===== src/rtl/uxa_ps2_pkg.sv =====
// -----------------------------------------------------------------------------
// uxa_ps2_pkg
// Shared types and constants for the PS/2 device-to-host frame receiver.
//   ps2_state_e    : receiver FSM states (IDLE / SHIFT / WRITE / BUMP)
//   PS2_FRAME_BITS : bits in one PS/2 frame (start, 8 data, parity, stop)
//   PS2_BYTE_W     : payload width handed to the byte FIFO
//   odd_parity_ok  : true when data plus parity bit hold an odd number of ones
// -----------------------------------------------------------------------------
package uxa_ps2_pkg;

  localparam int PS2_FRAME_BITS = 11;
  localparam int PS2_BYTE_W     = 8;

  typedef enum logic [1:0] {
    IDLE  = 2'd0,
    SHIFT = 2'd1,
    WRITE = 2'd2,
    BUMP  = 2'd3
  } ps2_state_e;

  function automatic logic odd_parity_ok(input logic [PS2_BYTE_W-1:0] data,
                                         input logic                  par);
    return ^{data, par};
  endfunction

endpackage


===== src/rtl/uxa_ps2_receiver_if.sv =====
// -----------------------------------------------------------------------------
// uxa_ps2_receiver_if
// Receiver-to-FIFO bundle plus the receiver's error pulses.
//   d_o           : byte towards the FIFO data input
//   we_o          : FIFO write-enable pulse
//   wp_inc_o      : FIFO write-pointer increment pulse (cycle after we_o)
//   full_i        : FIFO full flag back to the receiver
//   parity_err_o  : dropped frame, parity failure
//   framing_err_o : dropped frame, bad start/stop bit or timeout
//   overrun_o     : good byte dropped because the FIFO was full
// master = receiver side, slave = FIFO / observer side.
// -----------------------------------------------------------------------------
interface uxa_ps2_receiver_if;
  import uxa_ps2_pkg::*;

  logic [PS2_BYTE_W-1:0] d_o;
  logic                  we_o;
  logic                  wp_inc_o;
  logic                  full_i;
  logic                  parity_err_o;
  logic                  framing_err_o;
  logic                  overrun_o;

  modport master (
    output d_o, we_o, wp_inc_o, parity_err_o, framing_err_o, overrun_o,
    input  full_i
  );

  modport slave (
    input  d_o, we_o, wp_inc_o, parity_err_o, framing_err_o, overrun_o,
    output full_i
  );

endinterface


===== src/rtl/uxa_ps2_sync.sv =====
// -----------------------------------------------------------------------------
// uxa_ps2_sync
// Brings the asynchronous PS/2 clock and data pins into the system clock
// domain and detects falling edges of the PS/2 clock.
//   clk_i, rst_n_i : system clock, async active-low reset
//   ps2_c_i        : raw PS/2 clock pin
//   ps2_d_i        : raw PS/2 data pin
//   data_o         : synchronized data, valid to sample when fall_o is high
//   fall_o         : one-cycle strobe on a PS/2 clock falling edge
// All flops reset to 1 (the idle level of the bus) so releasing reset never
// produces a spurious falling edge.
// -----------------------------------------------------------------------------
module uxa_ps2_sync (
  input  logic clk_i,
  input  logic rst_n_i,
  input  logic ps2_c_i,
  input  logic ps2_d_i,
  output logic data_o,
  output logic fall_o
);

  logic [1:0] c_sync_q;
  logic [1:0] d_sync_q;
  logic       c_prev_q;

  // Two-stage synchronizers plus one delayed copy of the clock for edge detect.
  always_ff @(posedge clk_i or negedge rst_n_i) begin
    if (!rst_n_i) begin
      c_sync_q <= 2'b11;
      d_sync_q <= 2'b11;
      c_prev_q <= 1'b1;
    end else begin
      c_sync_q <= {c_sync_q[0], ps2_c_i};
      d_sync_q <= {d_sync_q[0], ps2_d_i};
      c_prev_q <= c_sync_q[1];
    end
  end

  // Data and clock take the same path length, so data is aligned with fall_o.
  assign data_o = d_sync_q[1];
  assign fall_o = c_prev_q & ~c_sync_q[1];

endmodule


===== src/rtl/uxa_ps2_receiver.sv =====
// -----------------------------------------------------------------------------
// uxa_ps2_receiver
// Deserializes PS/2 device-to-host frames (start, 8 data LSB first, odd
// parity, stop) and pushes each good byte into the downstream byte FIFO with
// its two-step protocol: we_o first, wp_inc_o the following cycle.
//   sys_clk_i      : system clock
//   sys_reset_n_i  : async active-low reset
//   ps2_c_i/ps2_d_i: raw PS/2 clock and data pins
//   fifo           : FIFO bundle (d_o, we_o, wp_inc_o, full_i) + error pulses
//   TIMEOUT        : sys_clk cycles allowed between PS/2 falling edges in a frame
// -----------------------------------------------------------------------------
module uxa_ps2_receiver
  import uxa_ps2_pkg::*;
#(
  parameter int TIMEOUT = 2500
) (
  input  logic                  sys_clk_i,
  input  logic                  sys_reset_n_i,
  input  logic                  ps2_c_i,
  input  logic                  ps2_d_i,
  uxa_ps2_receiver_if.master    fifo
);

  localparam int TMO_W = $clog2(TIMEOUT + 1);
  localparam int SR_W  = PS2_FRAME_BITS - 1;

  logic data_s;
  logic fall_s;

  uxa_ps2_sync u_sync (
    .clk_i   (sys_clk_i),
    .rst_n_i (sys_reset_n_i),
    .ps2_c_i (ps2_c_i),
    .ps2_d_i (ps2_d_i),
    .data_o  (data_s),
    .fall_o  (fall_s)
  );

  ps2_state_e            state_q, state_d;
  logic [3:0]            bit_cnt_q, bit_cnt_d;
  logic [TMO_W-1:0]      tmo_q, tmo_d;
  logic [SR_W-1:0]       shift_q, shift_d;
  logic [PS2_BYTE_W-1:0] d_q, d_d;
  logic                  we_q, we_d;
  logic                  wp_inc_q, wp_inc_d;
  logic                  par_err_q, par_err_d;
  logic                  frm_err_q, frm_err_d;
  logic                  ovr_q, ovr_d;

  // Full frame as seen on the stop-bit edge: [0] start, [8:1] data, [9] parity, [10] stop.
  logic [PS2_FRAME_BITS-1:0] frame_s;
  assign frame_s = {data_s, shift_q};

  function automatic logic [TMO_W-1:0] tmo_inc(input logic [TMO_W-1:0] v);
    return (v == TMO_W'(TIMEOUT)) ? v : v + TMO_W'(1);
  endfunction

  // Next-state logic: bit collection, frame checks, timeout and FIFO handshake.
  always_comb begin
    state_d   = state_q;
    bit_cnt_d = bit_cnt_q;
    tmo_d     = tmo_q;
    shift_d   = shift_q;
    d_d       = d_q;
    par_err_d = 1'b0;
    frm_err_d = 1'b0;
    ovr_d     = 1'b0;

    case (state_q)
      IDLE: begin
        if (fall_s) begin
          if (!data_s) begin
            // The start bit is kept at the bottom of the shift register.
            state_d   = SHIFT;
            bit_cnt_d = 4'd1;
            tmo_d     = '0;
            shift_d   = {data_s, {(SR_W-1){1'b0}}};
          end else begin
            frm_err_d = 1'b1;
          end
        end else begin
          state_d = IDLE;
        end
      end

      SHIFT: begin
        if (fall_s) begin
          tmo_d = '0;
          if (bit_cnt_q == 4'(PS2_FRAME_BITS - 1)) begin
            // Stop bit: decide the fate of the frame in this very cycle.
            state_d   = IDLE;
            bit_cnt_d = 4'd0;
            shift_d   = '0;
            if (!frame_s[10] || frame_s[0]) begin
              frm_err_d = 1'b1;
            end else if (!odd_parity_ok(frame_s[8:1], frame_s[9])) begin
              par_err_d = 1'b1;
            end else if (fifo.full_i) begin
              ovr_d = 1'b1;
            end else begin
              state_d = WRITE;
              d_d     = frame_s[8:1];
            end
          end else begin
            shift_d   = frame_s[SR_W:1];
            bit_cnt_d = bit_cnt_q + 4'd1;
          end
        end else if (tmo_q == TMO_W'(TIMEOUT - 1)) begin
          // Counter reaches TIMEOUT this cycle: abandon the partial frame.
          frm_err_d = 1'b1;
          state_d   = IDLE;
          bit_cnt_d = 4'd0;
          tmo_d     = '0;
          shift_d   = '0;
        end else begin
          tmo_d = tmo_inc(tmo_q);
        end
      end

      WRITE: begin
        state_d = BUMP;
      end

      BUMP: begin
        state_d = IDLE;
      end

      default: begin
        state_d   = IDLE;
        bit_cnt_d = 4'd0;
        tmo_d     = '0;
        shift_d   = '0;
      end
    endcase

    // Handshake pulses are registered images of the state being entered.
    we_d     = (state_d == WRITE);
    wp_inc_d = (state_d == BUMP);
  end

  // State and registered outputs.
  always_ff @(posedge sys_clk_i or negedge sys_reset_n_i) begin
    if (!sys_reset_n_i) begin
      state_q   <= IDLE;
      bit_cnt_q <= 4'd0;
      tmo_q     <= '0;
      shift_q   <= '0;
      d_q       <= 8'h00;
      we_q      <= 1'b0;
      wp_inc_q  <= 1'b0;
      par_err_q <= 1'b0;
      frm_err_q <= 1'b0;
      ovr_q     <= 1'b0;
    end else begin
      state_q   <= state_d;
      bit_cnt_q <= bit_cnt_d;
      tmo_q     <= tmo_d;
      shift_q   <= shift_d;
      d_q       <= d_d;
      we_q      <= we_d;
      wp_inc_q  <= wp_inc_d;
      par_err_q <= par_err_d;
      frm_err_q <= frm_err_d;
      ovr_q     <= ovr_d;
    end
  end

  assign fifo.d_o           = d_q;
  assign fifo.we_o          = we_q;
  assign fifo.wp_inc_o      = wp_inc_q;
  assign fifo.parity_err_o  = par_err_q;
  assign fifo.framing_err_o = frm_err_q;
  assign fifo.overrun_o     = ovr_q;

endmodule


===== src/flat_wrapper.sv =====
// flat-port wrapper written by rule: the top's interface ports become plain ports
module uxa_ps2_receiver_flat import uxa_ps2_pkg::*;
#(
  parameter int TIMEOUT = 2500
)
  (sys_clk_i, sys_reset_n_i, ps2_c_i, ps2_d_i, fifo_d_o, fifo_we_o, fifo_wp_inc_o, fifo_parity_err_o, fifo_framing_err_o, fifo_overrun_o, fifo_full_i);
  uxa_ps2_receiver_if fifo_i ();
  input  logic sys_clk_i;
  input  logic sys_reset_n_i;
  input  logic ps2_c_i;
  input  logic ps2_d_i;
  output wire logic [$bits(fifo_i.d_o)-1:0] fifo_d_o;
  output wire logic [$bits(fifo_i.we_o)-1:0] fifo_we_o;
  output wire logic [$bits(fifo_i.wp_inc_o)-1:0] fifo_wp_inc_o;
  output wire logic [$bits(fifo_i.parity_err_o)-1:0] fifo_parity_err_o;
  output wire logic [$bits(fifo_i.framing_err_o)-1:0] fifo_framing_err_o;
  output wire logic [$bits(fifo_i.overrun_o)-1:0] fifo_overrun_o;
  input wire logic [$bits(fifo_i.full_i)-1:0] fifo_full_i;
  assign fifo_d_o = fifo_i.d_o;
  assign fifo_we_o = fifo_i.we_o;
  assign fifo_wp_inc_o = fifo_i.wp_inc_o;
  assign fifo_parity_err_o = fifo_i.parity_err_o;
  assign fifo_framing_err_o = fifo_i.framing_err_o;
  assign fifo_overrun_o = fifo_i.overrun_o;
  assign fifo_i.full_i = fifo_full_i;
  uxa_ps2_receiver #(.TIMEOUT(TIMEOUT)) u_core (.sys_clk_i(sys_clk_i), .sys_reset_n_i(sys_reset_n_i), .ps2_c_i(ps2_c_i), .ps2_d_i(ps2_d_i), .fifo(fifo_i));
endmodule

===== config.mk =====
export PLATFORM = sky130hd
export DESIGN_NAME = uxa_ps2_receiver_flat
export DESIGN_NICKNAME = d
export VERILOG_FILES = /design/src/rtl/uxa_ps2_pkg.sv /design/src/rtl/uxa_ps2_receiver_if.sv /design/src/rtl/uxa_ps2_sync.sv /design/src/rtl/uxa_ps2_receiver.sv /design/src/flat_wrapper.sv
export SDC_FILE = /design/constraint.sdc
export NUM_CORES = 1
export LEC_CHECK = 0
export CORE_ASPECT_RATIO = 1.5
export CORE_MARGIN = 2
export CORE_UTILIZATION = 51
export DETAILED_ROUTE_END_ITERATION = 10
export PLACE_DENSITY = 0.74
export SKIP_CTS_REPAIR_TIMING = 1
export SYNTH_ARGS = -nofsm -noshare
export SYNTH_HDL_FRONTEND = slang
export SYNTH_SLANG_ARGS = --single-unit

===== constraint.sdc =====
create_clock -name sys_clk_i -period 2.1 [get_ports sys_clk_i]
set_clock_uncertainty 0.2 [all_clocks]
set_input_delay 0.42 -clock sys_clk_i [delete_from_list [all_inputs] [get_ports sys_clk_i]]
set_output_delay 0.42 -clock sys_clk_i [all_outputs]
set_load 0.02 [all_outputs]

==> qor.tcl, run 1 <==
set qor(result_of_the_run) {finished, violations left}
set qor(violations) {negative setup slack}
set qor(synth.yosys.seq_area_share_pct) 55.0
set qor(start_util_pct) 53.1
set qor(number_of_global_route_vias_before_repair) 1568
set qor(core_area_sq_um) 3960
set qor(grtUsageMet2_pct) 37.8
set qor(final_common_cell) {sky130_fd_sc_hd__dfrtp_1}
set qor(use_met1_pct) 21.1
set qor(synthCells) 184
set qor(dpl-instance-area_sq_um) 2480
set qor(gp_congestion) 0.878
set qor(slew_violations) 0
set qor(route.antenna.remaining_nets) 0
set qor(min_from) {u_core.u_sync.c_sync_q[0]}
set qor(r2r_setup_slack_ns) -0.08
set qor(dieArea_sq_um) 4660
set qor(htreeDepth) 2
set qor(power.density_cell_area_nw_per_um2) 873
set qor(worstSkewPairLatency_ns) 0.30
set qor(io-pin-count) 18
set qor(synth.lib_cells_used.distinct) 39
set qor(grt-ovfl-total) 0
set qor(worst_setup_path_end_kind) {flip-flop}
set qor(post-route-cell-area_sq_um) 2640
set qor(utilization_pct) 66.6
set qor(report.final.hold_viol_count) 0
set qor(clk_path_buf_depth) 2
set qor(worstPathArrival_ns) 2.17
set qor(post-dp-hpwl_um) 3170
set qor(synth_compound_gate_area_share_pct) 11.0
set qor(maxCapViolCount) 0
set qor(final.period_utilization_pct) 104
set qor(routed-via-count) 1529
set qor(adder_and_majority_gate_portion_of_the_synthesized_area_pct) 2.38
set qor(max_clock_freq_mhz) 459
set qor(buffer_ports.inserted) 17
set qor(rows) 28
set qor(synthSimpleGateAreaFrac_pct) 17.4
set qor(synth_xor_xnor_area_share_pct) 6.90
set qor(drive_above_1_share_pct) 24.3
set qor(worstMarginPinSlew_ns) 0.475
set qor(cts_num_sinks) 46
set qor(drt-vias-per-instance) 5.64
set qor(critical_path.reg2reg.startpoint) {u_core.shift_q[4]}
set qor(hold_path_class) {reg2reg}
set qor(antenna_violations_before_repair) 0
set qor(wire_length_of_the_first_global_routing_pass_um) 7150
set qor(setup_violations) 8
set qor(synth.avg_cell_area_sq_um) 11.4
set qor(grt_max_degree) 28
set qor(worst_r2r_path_depth) 6
set qor(dp_slack_ns) -0.109
set qor(antenna_cells_inserted) 0
set qor(detail_route.wl_per_cell_um) 15.8
set qor(netlist_area_sq_um) 2100
set qor(grt_setup_unrepaired) {true}
set qor(ir_worst_vdd_mv) 0.639
set qor(post_synth_mux_area_share_pct) 5.29
set qor(total_routed_wirelength_um) 4280
set qor(yosys_warnings) 0
set qor(clk_transition_reported_paths_ns) 0.08
set qor(leakage_nw) 1.22
set qor(global_route.peak_usage_layer) {met2}
set qor(cp.required_ns) 2.09
set qor(tns_ns) -0.557
set qor(mostFrequentLayoutCells) {sky130_fd_sc_hd__dfrtp_1, sky130_fd_sc_hd__buf_4, sky130_fd_sc_hd__clkdlybuf4s50_1}
set qor(synth_top_family_by_area) {simple AND/OR/NAND/NOR gates}
set qor(final.setup.worst_slack_ns) -0.0793
set qor(timing.final.crit_period_ns) 2.18
set qor(fp.dieH_um) 82.7
set qor(design.final.nets) 234
set qor(critical_path.startpoint_type) {flip-flop}
set qor(global_route.usage.met3_pct) 5.76
set qor(detail_route.first_pass.iterations) 4
set qor(cts_tree) {done}
set qor(critPathMaxFanout) 9
set qor(synth.ff_latch_count) 46
set qor(hold-worst-slack_ns) 0.158
set qor(die_w_um) 56.4
set qor(synthesis.nets) 193
set qor(initialDrtViolationCount) 57
set qor(globalRouteTotalUtil_pct) 20.4
set qor(syn_to_layout_area_delta_pct) 25.3
set qor(cts-root-buf) {sky130_fd_sc_hd__clkbuf_8}
set qor(timing.max_slew.rel_slack_pct) 68.4
set qor(critPathKind) {reg2reg}
set qor(drc_errors) 0
set qor(critical_path_startpoint) {u_core.shift_q[4]}
set qor(hold-path-cell-count) 0
set qor(cts_buffers) 5
## worst paths after layout
check,end
max,u_core.fifo.d_o[2]
min,u_core.u_sync.c_sync_q[1]
max reg2reg,u_core.fifo.d_o[2]
min reg2reg,u_core.u_sync.c_sync_q[1]
max in group asynchronous,u_core.tmo_q[9]
min in group asynchronous,u_core.state_q[0]
## layout make-up
cell class,count,area (sq um)
timing repair buffer,39,362
multi-input combinational,128,950
clock inverter,1,5.00
tap,45,56.3
sequential,46,1160
clock buffer,7,86.3
inverter,5,18.8
fill,310,1320
## synth_stat cells, drive strengths merged
cell type  number  area, sq um
xnor3           1         23.8
nand2          10         37.5
mux2i           1         10.0
nand2b          4         25.0
o31ai           2         15.0
nor4bb          1         10.0
nor2b           6         37.5
a31oi           1         6.26
nor4b           1         8.76
nor2           12         45.0
and2            2         12.5
dfrtp          41         1030
nand4           5         31.3
and3            4         25.0
a22o           11         96.3
or2             1         6.26
o21a            1         7.51
o21ai          11         55.1
or4             1         7.51
xnor2           4         42.6
mux2            9          101
nand3b          1         7.51
buf             3         15.0
o211ai          3         22.5
nor3b           1         7.51
xor2            9         78.8
and4b           1         10.0
inv             5         18.8
dfstp           5          131
or3b            1         8.76
ha              4         50.1
nand3           9         45.0
a21oi           4         20.0
clkbuf          2         7.51
nor3            6         41.3
o32ai           1         8.76
## power breakdown
part           leakage (nW)  internal, mW  switching (mW)
sequential            0.614         0.977           0.101
clock                0.0482         0.265           0.279
combinational         0.562         0.336           0.343
total                  1.22          1.58           0.723
## routing by layer
| layer | wire length (um) | share of wire [%] | up-vias |
|---|---|---|---|
| met5 | 0 | 0 | - |
| met2 | 2410 | 56 | 36 |
| li1 | - | - | 736 |
| met3 | 148 | 3.5 | 10 |
| met1 | 1630 | 38 | 747 |
| met4 | 82 | 1.9 | 0 |
## logic make-up (layout without fill, tap and decap cells)
logic type | Yosys count | in the layout
simple gates | 66 | 66
flops | 46 | 46
compound gates | 34 | 34
xor+xnor | 14 | 14
mux | 10 | 10
buf+inv | 10 | 52
fa+ha+maj | 4 | 4
## metrics by stage
stage / instances / power, mW
after floorplan: 184 / 1.49
after global placement: 262 / 1.70
after detailed placement: 262 / 1.73
after CTS: 270 / 2.28
after global routing: 271 / 2.45
final: 271 / 2.30
## worst max-delay path, cell delays in order, from the launching register on
cell	delay (ns)
sky130_fd_sc_hd__dfrtp_1	0.40
sky130_fd_sc_hd__xnor2_1	0.18
sky130_fd_sc_hd__xnor3_2	0.46
sky130_fd_sc_hd__xnor2_2	0.18
sky130_fd_sc_hd__nor3_4	0.17
sky130_fd_sc_hd__buf_12	0.15
sky130_fd_sc_hd__mux2_2	0.33
## sequential cells by signal (all words and copies together) (netlist names)
name                       count
u_core.fifo.d_o                8
u_core.tmo_q                  12
u_core.shift_q                10
u_core.u_sync.c_sync_q         2
u_core.fifo.parity_err_o       1
u_core.bit_cnt_q               4
u_core.fifo.framing_err_o      1
u_core.u_sync.d_sync_q         2
u_core.fifo.overrun_o          1
u_core.fifo.we_o               1
u_core.u_sync.c_prev_q         1
u_core.fifo.wp_inc_o           1
u_core.state_q                 2
(Power assumes the default switching activity.)
==> inputs of run 2 (changes only) <==
Settings changed: MAX_ROUTING_LAYER set to met4.
==> qor.tcl, run 2 (synthesis gave the netlist of run 1 again) <==
set qor(timing.final.crit_period_ns) 2.18 ;# -0.00141 ns
set qor(cp.required_ns) 2.09 ;# about the same
set qor(worst-path-buf-inv) 1 ;# unchanged
set qor(antenna_violations_before_repair) 0 ;# unchanged
set qor(critPathTopFamily) {XOR/XNOR gates}
set qor(dpl-instance-area_sq_um) 2480 ;# unchanged
set qor(cpPeakStageDelay_ns) 0.46 ;# about the same
set qor(critical_path.reg2reg.startpoint) {u_core.shift_q[4]}
set qor(worstSkewPairLatency_ns) 0.30 ;# about the same
set qor(drt-vias-per-instance) 5.66 ;# +0.39%
set qor(final.setup.worst_slack_ns) -0.0779 ;# +0.00141 ns
set qor(cts_num_sinks) 46 ;# unchanged
set qor(violations) {negative setup slack}
set qor(number_of_global_route_vias_before_repair) 1570 ;# +0.13%
set qor(route.antenna.remaining_nets) 0 ;# unchanged
set qor(ir_worst_vdd_mv) 0.640 ;# +0.15%
set qor(critPathKind) {reg2reg}
set qor(detail_route.wl_per_cell_um) 15.8 ;# +0.21%
set qor(power.density_cell_area_nw_per_um2) 874 ;# about the same
set qor(initialDrtViolationCount) 79 ;# +39%
set qor(cts-root-buf) {sky130_fd_sc_hd__clkbuf_8}
set qor(clk_transition_reported_paths_ns) 0.08 ;# about the same
set qor(gp_congestion) 0.892 ;# +1.6%
set qor(grt_setup_unrepaired) {true}
set qor(io-pin-count) 18 ;# unchanged
set qor(design.final.nets) 234 ;# unchanged
set qor(global_route.usage.met3_pct) 5.76 ;# unchanged
set qor(cp_slowest_cell) {sky130_fd_sc_hd__xnor3_2}
set qor(leakage_nw) 1.22 ;# unchanged
set qor(grt_max_degree) 28 ;# unchanged
set qor(cts_buffers) 5 ;# unchanged
set qor(grt-ovfl-total) 0 ;# unchanged
set qor(globalRouteTotalUtil_pct) 21.0 ;# +0.59 points
set qor(worstPathCellList) {xnor2_1 -> xnor3_2 -> xnor2_2 -> nor3_4 -> buf_12 -> mux2_2}
set qor(worstMarginPinSlew_ns) 0.468 ;# -0.00634 ns
set qor(die_w_um) 56.4 ;# unchanged
set qor(slew_violations) 0 ;# unchanged
set qor(critPathMaxFanout) 9 ;# unchanged
set qor(use_met1_pct) 21.1 ;# unchanged
set qor(max_clock_freq_mhz) 459 ;# about the same
set qor(worst_setup_path_end_kind) {flip-flop}
set qor(largest_register) {u_core.tmo_q}
set qor(routed-via-count) 1535 ;# +0.39%
set qor(htreeDepth) 2 ;# unchanged
set qor(wire_length_of_the_first_global_routing_pass_um) 7140 ;# about the same
set qor(dieArea_sq_um) 4660 ;# unchanged
set qor(grtUsageMet2_pct) 37.8 ;# unchanged
set qor(mostFrequentLayoutCells) {sky130_fd_sc_hd__dfrtp_1, sky130_fd_sc_hd__buf_4, sky130_fd_sc_hd__clkdlybuf4s50_1}
set qor(hold_path_class) {reg2reg}
set qor(setup_violations) 8 ;# unchanged
set qor(final.period_utilization_pct) 104 ;# about the same
set qor(antenna_cells_inserted) 0 ;# unchanged
set qor(drc_errors) 0 ;# unchanged
set qor(drive_above_1_share_pct) 24.3 ;# unchanged
set qor(detail_route.first_pass.iterations) 4 ;# unchanged
set qor(core_area_sq_um) 3960 ;# unchanged
set qor(start_util_pct) 53.1 ;# unchanged
set qor(cp_num_cells) 6 ;# unchanged
set qor(rows) 28 ;# unchanged
set qor(cts_tree) {done}
set qor(post-route-cell-area_sq_um) 2640 ;# unchanged
set qor(worstPathArrival_ns) 2.17 ;# about the same
set qor(result_of_the_run) {finished, violations left}
set qor(buffer_ports.inserted) 17 ;# unchanged
set qor(maxCapViolCount) 0 ;# unchanged
set qor(largest_register_ffs) 12 ;# unchanged
set qor(fp.dieH_um) 82.7 ;# unchanged
set qor(syn_to_layout_area_delta_pct) 25.3 ;# unchanged
set qor(dp_slack_ns) -0.109 ;# unchanged
set qor(final_common_cell) {sky130_fd_sc_hd__dfrtp_1}
set qor(post-dp-hpwl_um) 3170 ;# unchanged
set qor(r2r_setup_slack_ns) -0.08 ;# about the same
set qor(global_route.peak_usage_layer) {met2}
set qor(worst_r2r_path_depth) 6 ;# unchanged
set qor(r2r_end) {u_core.fifo.d_o[2]}
set qor(report.final.hold_viol_count) 0 ;# unchanged
set qor(critical_path.startpoint_type) {flip-flop}
set qor(clk_path_buf_depth) 2 ;# unchanged
set qor(critical_path_startpoint) {u_core.shift_q[4]}
set qor(timing.max_slew.rel_slack_pct) 68.8 ;# +0.42 points
set qor(crit_end) {u_core.fifo.d_o[2]}
set qor(total_routed_wirelength_um) 4290 ;# +0.21%
[run 2: cell counts in the layout (fill, tap and decap cells not counted)]
Identical to the previous run, type by type.
[run 2: final cells by class]
cell class / instances / area, sq um
clock inverters: 1 / 5.00
fillers: 310 / 1320
flip-flops and latches: 46 / 1160
well taps: 45 / 56.3
multi-input cells: 128 / 950
clock buffers: 7 / 86.3
repair buffers: 39 / 362
inverters: 5 / 18.8
[run 2: worst min path at each step]
stage                                    from                        end  cells past startpoint
floorplan                       sys_reset_n_i        u_core.bit_cnt_q[0]                      0
global placement    u_core.u_sync.d_sync_q[0]  u_core.u_sync.d_sync_q[1]                      0
detailed placement  u_core.u_sync.c_sync_q[0]  u_core.u_sync.c_sync_q[1]                      0
CTS                             sys_reset_n_i          u_core.state_q[0]                      1
global route        u_core.u_sync.c_sync_q[0]  u_core.u_sync.c_sync_q[1]                      0
finish              u_core.u_sync.c_sync_q[0]  u_core.u_sync.c_sync_q[1]                      0
[run 2: worst reg2reg max path, stage by stage (launching register included)]
cell and delay, ns:
sky130_fd_sc_hd__dfrtp_1 0.40, sky130_fd_sc_hd__xnor2_1 0.18, sky130_fd_sc_hd__xnor3_2 0.46, sky130_fd_sc_hd__xnor2_2 0.18, sky130_fd_sc_hd__nor3_4 0.17, sky130_fd_sc_hd__buf_12 0.15
sky130_fd_sc_hd__mux2_2 0.33
[run 2: layer usage]
layer / vias up / part of all wire [%]
met4: 0 / 1.9
li1: 737 / -
met1: 748 / 39
met3: 10 / 3.5
met5: - / 0
met2: 40 / 56
[run 2: report_power, final]
group          total, mW  switching, mW  internal, mW  leakage (nW)
logic              0.681          0.345         0.337         0.562
clock network      0.544          0.278         0.265        0.0482
registers           1.08          0.101         0.977         0.614
total               2.30          0.724          1.58          1.22
[run 2: per-stage QoR]
stage          setup TNS (ns)  hold WS, ns  power (mW)  util, %  cells
2_1_floorplan          -0.621      -0.0756        1.49        -    184
3_5_place_dp           -0.830        0.147        1.73     62.8    262
5_1_grt                 -1.14        0.161        2.45     66.6    271
4_1_cts                -0.947       -0.128        2.28     65.1    270
3_3_place_gp           -0.367        0.145        1.70     62.8    262
6_report               -0.546        0.158        2.30     66.6    271
==> inputs of run 3 (changes only) <==
--- a/config.mk
+++ b/config.mk
@@ -10,7 +10,7 @@
 export CORE_UTILIZATION = 51
 export DETAILED_ROUTE_END_ITERATION = 10
+export GPL_TIMING_DRIVEN = 1
 export MAX_ROUTING_LAYER = met4
 export PLACE_DENSITY = 0.74
-export SKIP_CTS_REPAIR_TIMING = 1
 export SYNTH_ARGS = -nofsm -noshare
 export SYNTH_HDL_FRONTEND = slang
==> constraint.sdc (replaced) <==
create_clock -name sys_clk_i -period 2.1 [get_ports sys_clk_i]
set_clock_uncertainty 0.2 [all_clocks]
set_input_delay 0.315 -clock sys_clk_i [delete_from_list [all_inputs] [get_ports sys_clk_i]]
set_output_delay 0.315 -clock sys_clk_i [all_outputs]
set_load 0.02 [all_outputs]
==> qor.tcl, run 3 (synthesis gave the netlist of run 1 again) <==
set qor(total_routed_wirelength_um) 4390 ;# +2.3%
set qor(antenna_cells_inserted) 0 ;# unchanged
set qor(grt_setup_unrepaired) {true}
set qor(wl_met2_um) 2420 ;# +1.0%
set qor(power.density_cell_area_nw_per_um2) 882 ;# +0.89%
set qor(cts_num_sinks) 46 ;# unchanged
set qor(io-pin-count) 18 ;# unchanged
set qor(final_common_cell) {sky130_fd_sc_hd__dfrtp_1}
set qor(routed-wl-met3_um) 139 ;# -6.1%
set qor(worstSkewPairLatency_ns) 0.29 ;# about the same
set qor(dp_slack_ns) -0.0971 ;# +0.0117 ns
set qor(total_area_of_multi_input_combinational_cells_sq_um) 946 ;# -0.40%
set qor(drive_above_1_share_pct) 23.9 ;# -0.44 points
set qor(grt-ovfl-total) 0 ;# unchanged
set qor(ir_worst_vdd_mv) 0.700 ;# +9.4%
set qor(detail_route.first_pass.iterations) 7 ;# +3
set qor(worstMarginPinSlew_ns) 0.567 ;# +0.0985 ns
set qor(clk_transition_reported_paths_ns) 0.08 ;# about the same
set qor(timing.final.crit_period_ns) 2.17 ;# -0.00542 ns
set qor(critPathKind) {reg2reg}
set qor(die_w_um) 56.4 ;# unchanged
set qor(largest_register) {u_core.tmo_q}
set qor(slew_violations) 0 ;# unchanged
set qor(start_util_pct) 53.1 ;# unchanged
set qor(gp_congestion) 0.881 ;# -1.3%
set qor(post-dp-hpwl_um) 3040 ;# -4.2%
set qor(post-route-cell-area_sq_um) 2620 ;# -0.47%
set qor(routed-via-count) 1559 ;# +1.6%
set qor(cts_buffers) 5 ;# unchanged
set qor(antenna_violations_before_repair) 0 ;# unchanged
set qor(violations) {negative setup slack}
set qor(cts-root-buf) {sky130_fd_sc_hd__clkbuf_8}
set qor(wire_length_of_the_first_global_routing_pass_um) 7470 ;# +4.6%
set qor(dr.max_layer_used) {met4}
set qor(cts_tree) {done}
set qor(route.antenna.remaining_nets) 0 ;# unchanged
set qor(critPathMaxFanout) 9 ;# unchanged
set qor(hold_path_class) {reg2reg}
set qor(core_area_sq_um) 3960 ;# unchanged
set qor(setup_violations) 9 ;# +1
set qor(mostFrequentLayoutCells) {sky130_fd_sc_hd__dfrtp_1, sky130_fd_sc_hd__buf_4, sky130_fd_sc_hd__clkdlybuf4s50_1}
set qor(final.period_utilization_pct) 103 ;# -0.26 points
set qor(htreeDepth) 2 ;# unchanged
set qor(worst_setup_path_end_kind) {flip-flop}
set qor(result_of_the_run) {finished, violations left}
set qor(largest_register_ffs) 12 ;# unchanged
set qor(r2r_setup_slack_ns) -0.07 ;# about the same
set qor(syn_to_layout_area_delta_pct) 24.7
set qor(rows) 28 ;# unchanged
set qor(finish.cell_count_without_fillers) 271 ;# unchanged
set qor(initialDrtViolationCount) 77 ;# -2.5%
set qor(place_inst) 262 ;# unchanged
set qor(dieArea_sq_um) 4660 ;# unchanged
set qor(clk_path_buf_depth) 2 ;# unchanged
set qor(number_of_global_route_vias_before_repair) 1619 ;# +3.1%
set qor(design.final.nets) 234 ;# unchanged
set qor(critical_path.startpoint_type) {flip-flop}
set qor(final.setup.worst_slack_ns) -0.0725 ;# +0.00542 ns
set qor(layout.area.seq_sq_um) 1160 ;# unchanged
set qor(detail_route.wl_per_cell_um) 16.2 ;# +2.3%
set qor(drt-vias-per-instance) 5.75 ;# +1.6%
set qor(timing.max_slew.rel_slack_pct) 62.2 ;# -6.6 points
set qor(grt_max_degree) 47 ;# +68%
set qor(worstPathArrival_ns) 2.15 ;# -0.02 ns
set qor(drc_errors) 0 ;# unchanged
set qor(met1_length_um) 1720 ;# +3.4%
set qor(buffer_ports.inserted) 17 ;# unchanged
set qor(dpl-instance-area_sq_um) 2470 ;# -0.50%
set qor(fp.dieH_um) 82.7 ;# unchanged
set qor(fillCellCount) 326 ;# +5.2%
set qor(number_of_setup_buffers_added_after_cts) 0
set qor(max_clock_freq_mhz) 460 ;# +0.25%
set qor(cp.required_ns) 2.08 ;# about the same
set qor(tns_ns) -0.514 ;# +0.0318 ns
set qor(globalRouteTotalUtil_pct) 21.5 ;# +0.51 points
set qor(report.final.hold_viol_count) 0 ;# unchanged
set qor(maxCapViolCount) 0 ;# unchanged
set qor(leakage_nw) 1.22 ;# -0.23%
[run 3: layout make-up]
cell class,count,share of cell area [%]
Clock buffer,7,3.29
Clock inverter,1,0.191
Inverter,5,0.716
Multi-Input combinational cell,128,36.1
Sequential cell,46,44.1
Tap cell,45,2.15
Timing Repair Buffer,39,13.5
[run 3: what timing repair did]
| action | in CTS | in global routing |
|---|---|---|
| pin swaps | 2 | 3 |
| endpoints found under the hold margin | 41 | 0 |
| resized for setup | 4 | 9 |
| setup endpoints to repair | 9 | 23 |
| cloned | 0 | 0 |
| hold buffers | 1 | 0 |
[run 3: path summary, 6_finish.rpt]
| check | from | end | cells after the start |
|---|---|---|---|
| hold reg to reg | u_core.u_sync.c_sync_q[0] | u_core.u_sync.c_sync_q[1] | 0 |
| max in group asynchronous | sys_reset_n_i | u_core.tmo_q[7] | 3 |
| setup / recovery | u_core.bit_cnt_q[0] | u_core.fifo.d_o[7] | 8 |
| setup reg to reg | u_core.bit_cnt_q[0] | u_core.fifo.d_o[7] | 8 |
| min in group asynchronous | sys_reset_n_i | u_core.fifo.we_o | 3 |
| hold / removal | u_core.u_sync.c_sync_q[0] | u_core.u_sync.c_sync_q[1] | 0 |
[run 3: worst max-delay path: stages, from the launching register on]
cell,delay [ns]
sky130_fd_sc_hd__dfrtp_1,0.43
sky130_fd_sc_hd__inv_1,0.09
sky130_fd_sc_hd__ha_1,0.14
sky130_fd_sc_hd__nand3b_1,0.11
sky130_fd_sc_hd__nor2_1,0.19
sky130_fd_sc_hd__nand3_1,0.18
sky130_fd_sc_hd__nor3_4,0.23
sky130_fd_sc_hd__buf_12,0.15
sky130_fd_sc_hd__mux2_2,0.33
[run 3: where the power goes]
part	leakage [nW]	internal (mW)	switching [mW]
logic	0.559	0.335	0.348
clock network	0.0482	0.266	0.281
registers	0.614	0.977	0.106
total	1.22	1.58	0.735
[run 3: layer usage]
| metal | vias to the layer above | track usage, % |
|---|---|---|
| li1 | 733 | - |
| met1 | 782 | 23.0 |
| met2 | 34 | 38.3 |
| met3 | 10 | 3.58 |
| met4 | 0 | 10.7 |
| met5 | - | - |
[run 3: stage by stage]
stage          hold slack [ns]  power (mW)  util [%]
6_report                 0.157        2.31      66.2
3_5_place_dp             0.147        1.74      62.5
2_1_floorplan           -0.181        1.49         -
4_1_cts                  0.159        2.31      65.4
5_1_grt                  0.163        2.45      66.2
3_3_place_gp             0.145        1.70      62.5
